===== config.mk =====
export PLATFORM = sky130hd
export DESIGN_NAME = ysyx_22050019_mem_arb
export DESIGN_NICKNAME = d
export VERILOG_FILES = /design/src/rtl/ysyx_22050019_mem_arb.sv
export SDC_FILE = /design/constraint.sdc
export NUM_CORES = 1
export LEC_CHECK = 0
export CORE_AREA = 2 2 212 214
export DETAILED_ROUTE_END_ITERATION = 16
export DIE_AREA = 0 0 214 216
export PLACE_DENSITY = 0.41
export SYNTH_ARGS = -nofsm -noshare
export SYNTH_HDL_FRONTEND = slang
export SYNTH_SLANG_ARGS = --single-unit

===== constraint.sdc =====
create_clock -name clk -period 3.44 [get_ports clk]
set_input_delay 0.688 -clock clk [delete_from_list [all_inputs] [get_ports clk]]
set_output_delay 0.688 -clock clk [all_outputs]
set_load 0.02 [all_outputs]

===== src/rtl/ysyx_22050019_mem_arb.sv =====
// Two-master memory arbiter: load/store over fetch with starvation bound.
// One outstanding transaction; every grant ends in a response or timeout.
module ysyx_22050019_mem_arb #(
    parameter int ADDR_W       = 64,
    parameter int DATA_W       = 64,
    parameter int TIMEOUT      = 64,
    parameter int STARVE_LIMIT = 4
) (
    input  logic              clk,
    input  logic              rst_n,
    input  logic              if_req_valid,
    output logic              if_req_ready,
    input  logic [ADDR_W-1:0] if_addr,
    output logic              if_rsp_valid,
    output logic [DATA_W-1:0] if_rsp_data,
    input  logic              ls_req_valid,
    output logic              ls_req_ready,
    input  logic [ADDR_W-1:0] ls_addr,
    input  logic              ls_we,
    input  logic [DATA_W-1:0] ls_wdata,
    input  logic [7:0]        ls_wmask,
    output logic              ls_rsp_valid,
    output logic [DATA_W-1:0] ls_rsp_data,
    output logic              mem_req_valid,
    input  logic              mem_req_ready,
    output logic [ADDR_W-1:0] mem_addr,
    output logic              mem_we,
    output logic [DATA_W-1:0] mem_wdata,
    output logic [7:0]        mem_wmask,
    input  logic              mem_rsp_valid,
    input  logic [DATA_W-1:0] mem_rsp_data,
    output logic              bus_err
);

    localparam int CNT_W = $clog2(TIMEOUT) + 1;
    localparam int SC_W  = $clog2(STARVE_LIMIT + 1);

    typedef enum logic [1:0] {
        IDLE    = 2'd0,
        WAIT_IF = 2'd1,
        WAIT_LS = 2'd2
    } state_t;

    state_t           state;
    logic [CNT_W-1:0] wait_cnt;
    logic [SC_W-1:0]  starve_cnt;
    logic             we_q;

    logic idle;
    logic starved;
    logic gnt_ls;
    logic gnt_if;
    logic fire;
    logic done;

    // Gating with rst_n keeps the combinational request path quiet in reset.
    assign idle    = rst_n && (state == IDLE);
    assign starved = if_req_valid && (starve_cnt == SC_W'(STARVE_LIMIT));
    assign gnt_ls  = idle && ls_req_valid && !starved;
    assign gnt_if  = idle && if_req_valid && !gnt_ls;

    assign mem_req_valid = gnt_ls || gnt_if;
    assign fire          = mem_req_valid && mem_req_ready;
    assign if_req_ready  = gnt_if && mem_req_ready;
    assign ls_req_ready  = gnt_ls && mem_req_ready;

    assign done = mem_rsp_valid || (wait_cnt == CNT_W'(TIMEOUT - 1));

    always_comb begin
        mem_addr  = '0;
        mem_we    = 1'b0;
        mem_wdata = '0;
        mem_wmask = '0;
        unique case (1'b1)
            gnt_ls: begin
                mem_addr  = ls_addr;
                mem_we    = ls_we;
                mem_wdata = ls_wdata;
                mem_wmask = ls_wmask;
            end
            gnt_if: begin
                mem_addr = if_addr;
            end
            default: ;
        endcase
    end

    always_ff @(posedge clk or negedge rst_n) begin
        if (!rst_n) begin
            state        <= IDLE;
            wait_cnt     <= '0;
            starve_cnt   <= '0;
            we_q         <= 1'b0;
            if_rsp_valid <= 1'b0;
            if_rsp_data  <= '0;
            ls_rsp_valid <= 1'b0;
            ls_rsp_data  <= '0;
            bus_err      <= 1'b0;
        end else begin
            if_rsp_valid <= 1'b0;
            if_rsp_data  <= '0;
            ls_rsp_valid <= 1'b0;
            ls_rsp_data  <= '0;
            bus_err      <= 1'b0;
            case (state)
                IDLE: begin
                    if (fire) begin
                        state    <= gnt_ls ? WAIT_LS : WAIT_IF;
                        wait_cnt <= '0;
                        we_q     <= gnt_ls && ls_we;
                        if (gnt_ls && if_req_valid) begin
                            if (starve_cnt != SC_W'(STARVE_LIMIT))
                                starve_cnt <= starve_cnt + SC_W'(1);
                        end else begin
                            starve_cnt <= '0;
                        end
                    end
                end
                WAIT_IF, WAIT_LS: begin
                    wait_cnt <= wait_cnt + CNT_W'(1);
                    // A response on the terminal count still completes normally.
                    if (done) begin
                        state   <= IDLE;
                        bus_err <= !mem_rsp_valid;
                        if (state == WAIT_IF) begin
                            if_rsp_valid <= 1'b1;
                            if_rsp_data  <= mem_rsp_valid ? mem_rsp_data : '0;
                        end else begin
                            ls_rsp_valid <= 1'b1;
                            ls_rsp_data  <= (mem_rsp_valid && !we_q) ?
                                            mem_rsp_data : '0;
                        end
                    end
                end
                default: state <= IDLE;
            endcase
        end
    end

endmodule


==> flow_summary.ini, run 1 <==
[outcome]
status = finished clean

[floorplanning]
rows = 77
die-height_um = 216
start_util_pct = 13.9
dieArea_mm2 = 0.0462
io_pins = 542
core_mm2 = 0.0438
die_x_um = 214

[timing]
final-setup-viol-count = 0
layout_setup_ws_ps = 45.4
maxSlewViolCount = 0
fmax_mhz = 295
fin_crit_ps = 3390
fin_crit_sh_pct = 98.7
worst_slew_pin_slew_ps = 931
tns_ps = 0
finalHoldViolCount = 0
fin_skew_ps = 8.88
whs_ps = 73.4
relSlewSlack_pct = 37.9

[layout]
final_area_mm2 = 0.0131
utilization_pct = 29.9
mostFrequentLayoutCell = clkdlybuf4s50_1
final_cell_mix = clkdlybuf4s50_1, and2_1, dfrtp_1, a22o_1, buf_4
final_layout_size_suffix_gt1_share_pct = 9.51
nets = 1336
final_cells = 1672
area_growth_pct = 115
fillCellCount = 4610

[setup_path]
arrival_ps = 2710
critPathMaxFanout = 28
start_kind = input pin
path_cells = clkdlybuf4s50_1, nand3_1, a31oi_4, buf_12, buf_12, a22o_1, clkdlybuf4s50_1
endpoint_kind = output port
critPathKind = input pin to output port
critPathSlowestCell = clkdlybuf4s50_1
cp.required_ps = 2750
slowest_delay_ps = 620

[pwr]
powerDensity_mw_per_mm2 = 501
p_seq_share_pct = 30.1
total_power_mw = 6.56
clkPwrFrac_pct = 27.9
p_int_mw = 4.26
power.switching_mw = 2.29
pwr-share-comb_pct = 42.0
leakagePower_nw = 6.01
p_sw_share_pct = 35.0
ir_drop_mv = 0.327

[place]
dpl_cell_area_mm2 = 0.0124
io_buffers = 541
dp_hpwl_um = 30700
post-place-ws_ps = -7.66
dp_cells = 1633
gp_congestion = 0.897

[clock_tree]
clockBufferDepth = 2
ctsHoldBuffers = 0
cts_tree = done
clkSlewWorstSetupHoldPaths_ps = 70
cts-root-buf = clkbuf_16
cts_setup_buffers = 0
cts.sinks = 144
clkLatencyLatePin_ps = 430
cts_max_level = 4
cts_buffers = 17

[synth]
synth_edf_count = 0
synth_nets = 795
ys.flop_type = dfrtp_1
synth-seq-cells = 144
ys_seq_area_share_pct = 59.3
syn_area_mm2 = 0.00608
ys_async_sr_fraction_pct = 100
ys_warn_count = 0
syn_inst = 519
syn_area_per_cell_um2 = 11.7
yosysUniqueCellTypes = 34

[detailed_routing]
vias = 6103
drt_iter0_drc = 267
remaining_drc_errors = 0
drtAntennaViolNets = 0
via_per_inst = 3.65
wl_um = 36000
dr.pass1.iters = 4
wl_per_cell_um = 21.5

[global_routing]
grt_first_pass_wirelength_um = 49500
first_global_vias = 6302
antenna_found_initial = 16
grt_overflow = 0
track_usage_pct = 15.3
grt_max_degree = 72

[hold_path]
hp-class = input pin to asynchronous set/reset pin

[run]
maxCapViolCount = 0
[power groups by stage]
stage	registers, mW	clock network [mW]	logic, mW
6_report	1.97	1.83	2.75
3_3_place_gp	2.00	0	2.82
3_5_place_dp	2.01	0	2.83
4_1_cts	1.98	1.92	2.83
5_1_grt	1.99	2.00	2.92
2_1_floorplan	2.22	0	0.942
[sequential cells by signal, indices dropped and copies added, names as in the netlist]
register / count
state: 2
if_rsp_data: 64
bus_err: 1
starve_cnt: 3
ls_rsp_valid: 1
if_rsp_valid: 1
ls_rsp_data: 64
wait_cnt: 7
we_q: 1
[cells in the mapped netlist, drive strengths merged, types with 3 or more instances]
cell	instances	area [µm²]
nand2	9	33.8
o21ai	13	65.1
clkbuf	18	75.1
a22o	66	578
and2	204	1280
ha	5	62.6
dfrtp	144	3600
buf	19	120
nand2b	3	18.8
a21oi	3	15.0
nand3	5	25.0
inv	7	26.3
[cell families (layout without fill, tap and decap cells)]
kind of cell | count (synthesis) | count (layout) | share of synthesized area (%)
compound gates | 89 | 89 | 11.9
other cells | 0 | 7 | 0
flops | 144 | 144 | 59.3
simple gates | 234 | 234 | 23.6
fa+ha+maj | 5 | 5 | 1.03
buf+inv | 44 | 598 | 3.64
mux | 2 | 2 | 0.350
xor+xnor | 1 | 1 | 0.144
[path summary, 6_finish.rpt]
| kind | slack, ps | start | end | cells past startpoint |
|---|---|---|---|---|
| setup / recovery | 50 | ls_req_valid | mem_addr[16] | 7 |
| hold / removal | 70 | rst_n | we_q | 1 |
| setup reg to reg | 1580 | state[0] | if_rsp_data[29] | 5 |
| hold reg to reg | 500 | state[1] | state[1] | 1 |
| max in group asynchronous | 2220 | rst_n | ls_rsp_data[30] | 2 |
| min in group clk | 500 | state[1] | state[1] | 1 |
[timing repair]
item	CTS	global route
endpoints found under the setup margin	5	29
gates resized for setup	5	29
pin swaps	0	0
hold endpoints to repair	0	0
[routing by layer]
| layer | global-route usage [%] | share of wire (%) |
|---|---|---|
| met4 | 8.14 | 4.4 |
| met1 | 15.7 | 36 |
| met2 | 26.5 | 51 |
| met5 | 0 | 0.28 |
| met3 | 6.33 | 8.9 |
[layout make-up]
type,count,area [µm²],share of cell area (%)
sequential,144,3600,27.5
timing repair buffer,559,5840,44.6
clock inverter,14,151,1.16
clock buffer,18,429,3.28
antenna,7,17.5,0.134
inverter,7,26.3,0.201
multi-input combinational,331,2280,17.4
tap,592,741,5.66
[worst max-delay path, delay by kind of cell]
| kind | cells | cell delay (ps) |
|---|---|---|
| buffers and inverters | 4 | 1510 |
| and+or+nand+nor | 1 | 120 |
| AOI/OAI and AO/OA | 2 | 370 |
No activity file was read; power rests on OpenSTA's default activity.
==> run 2: changes to the inputs <==
--- a/constraint.sdc
+++ b/constraint.sdc
@@ -3,2 +3,2 @@
 set_output_delay 0.688 -clock clk [all_outputs]
-set_load 0.02 [all_outputs]
+set_load 0.1 [all_outputs]
==> run 2 against run 1 <==
  * Final cell count is 0.66% lower
  * Clock skew is 16 ps higher
  * Cell area increased by 7.7%
  * Via count fell by 1.1%
  * Core utilization rose by 2.3 points
  * Critical path type unchanged
  * Combinational power is 110% higher
  * Die area is the same
  * Hold slack improved by 180 ps
==> flow_summary.ini, run 2 (synthesis gave the netlist of run 1 again) <==
[outcome]
status = finished clean

[setup_path]
rr_endpoint = if_rsp_data[7]
path_cells = clkdlybuf4s50_1, nand3_1, a21oi_4, buf_12, a22o_1, buf_12
critPathMaxFanout = 51
arrival_ps = 2560
start_kind = input pin
critPathSlowestCell = clkdlybuf4s50_1
rr_worst_depth = 5
crit_family = buffers and inverters
endpoint_kind = output port
rrSetupSlack_ps = 1340
cp.required_ps = 2750
crit_top_cell = buf_12
regToRegStartpoint = state[0]
slowest_delay_ps = 730
critPathKind = input pin to output port
cp_num_buf_inv = 3

[layout]
nets = 1328
fillCellCount = 4416
reg_top3 = if_rsp_data x64, ls_rsp_data x64, wait_cnt x7
multi_input_area_mm2 = 0.00228
final_cell_mix = clkdlybuf4s50_1, and2_1, dfrtp_1, buf_12, a22o_1
area_growth_pct = 132
mostFrequentLayoutCell = clkdlybuf4s50_1
register_area_mm2 = 0.00360
final_layout_size_suffix_gt1_share_pct = 21.5
utilization_pct = 32.2

[timing]
layout_setup_ws_ps = 195
relSlewSlack_pct = 30.4
final-setup-viol-count = 0
fmax_mhz = 308
finalHoldViolCount = 0
worst_slew_pin_slew_ps = 1040
rsz0062_at_grt = no
maxSlewViolCount = 0
tns_ps = 0
fin_crit_sh_pct = 94.3
fin_skew_ps = 24.6
fin_crit_ps = 3240

[floorplanning]
start_util_pct = 13.9
dieArea_mm2 = 0.0462
die-height_um = 216
core_mm2 = 0.0438
rows = 77
die_x_um = 214
io_pins = 542

[hold_path]
hp-class = input pin to asynchronous set/reset pin

[global_routing]
grt_overflow = 0
grt_max_degree = 147
first_global_vias = 6438
grt_first_pass_wirelength_um = 51800
track_usage_pct = 16.1
antenna_found_initial = 13

[clock_tree]
cts_max_level = 4
clkLatencyLatePin_ps = 440
cts_tree = done
clkSlewWorstSetupHoldPaths_ps = 70
cts_buffers = 17
cts-root-buf = clkbuf_16
ctsHoldBuffers = 0
cts_setup_buffers = 0
cts.sinks = 144
cts_resized = 0
clockBufferDepth = 2

[detailed_routing]
drt_iter0_drc = 322
vias = 6033
remaining_drc_errors = 0
wl_um = 38000
dr.pass1.iters = 4
wl_per_cell_um = 22.9
via_per_inst = 3.63
drtAntennaViolNets = 0

[place]
gp_congestion = 0.949
io_buffers = 541
dp_hpwl_um = 32400
post-place-ws_ps = 183

[run]
maxCapViolCount = 0

[pwr]
leakagePower_nw = 6.10
ir_drop_mv = 0.287
powerDensity_mw_per_mm2 = 675
total_power_mw = 9.51
## run 2: worst max-delay path by stage
| stage | depth (start not counted) | start | endpoint | slack (ps) |
|---|---|---|---|---|
| 6_report | 6 | if_req_valid | mem_addr[39] | 200 |
| 5_1_grt | 6 | if_req_valid | mem_addr[39] | 70 |
| 4_1_cts | 5 | if_req_valid | mem_addr[4] | 170 |
| 3_5_place_dp | 5 | if_req_valid | mem_addr[4] | 180 |
| 3_3_place_gp | 5 | if_req_valid | mem_addr[4] | 170 |
| 2_1_floorplan | 5 | if_req_valid | mem_addr[11] | 610 |
## run 2: power by group
part | switching, mW | leakage (nW) | total [mW] | internal [mW]
logic | 3.94 | 3.81 | 5.65 | 1.71
registers | 0.0761 | 1.99 | 1.97 | 1.89
clock network | 0.835 | 0.293 | 1.89 | 1.05
total | 4.85 | 6.10 | 9.51 | 4.66
## run 2: metal layers
| layer | global-route usage (%) | share of wire [%] | wire length [µm] |
|---|---|---|---|
| met1 | 15.7 | 34 | 13000 |
| met2 | 30.5 | 54 | 20700 |
| met3 | 6.31 | 8.4 | 3210 |
| met4 | 6.18 | 2.8 | 1070 |
| met5 | 0 | 0.23 | 86 |
## run 2: through the flow
step	area (µm²)	instances	hold slack, ps
floorplan	6080	519	392
global placement	13500	1625	492
detailed placement	13500	1625	489
CTS	14100	1657	447
global route	14100	1659	337
finish	14100	1661	250
## run 2: area by class of cell
class                      instances  share of cell area, %
antenna                            4                 0.0710
clock inverter                    14                   1.14
timing repair buffer             551                   48.5
clock buffer                      18                   3.11
multi-input combinational        331                   16.2
tap                              592                   5.25
inverter                           7                  0.186
sequential                       144                   25.6
## run 2: worst register-to-register path, cell delays in order, from the launching register on
cell and delay (ps):
dfrtp_1 380, inv_1 60, ha_1 460, and3_2 660
buf_4 330, and2_1 150
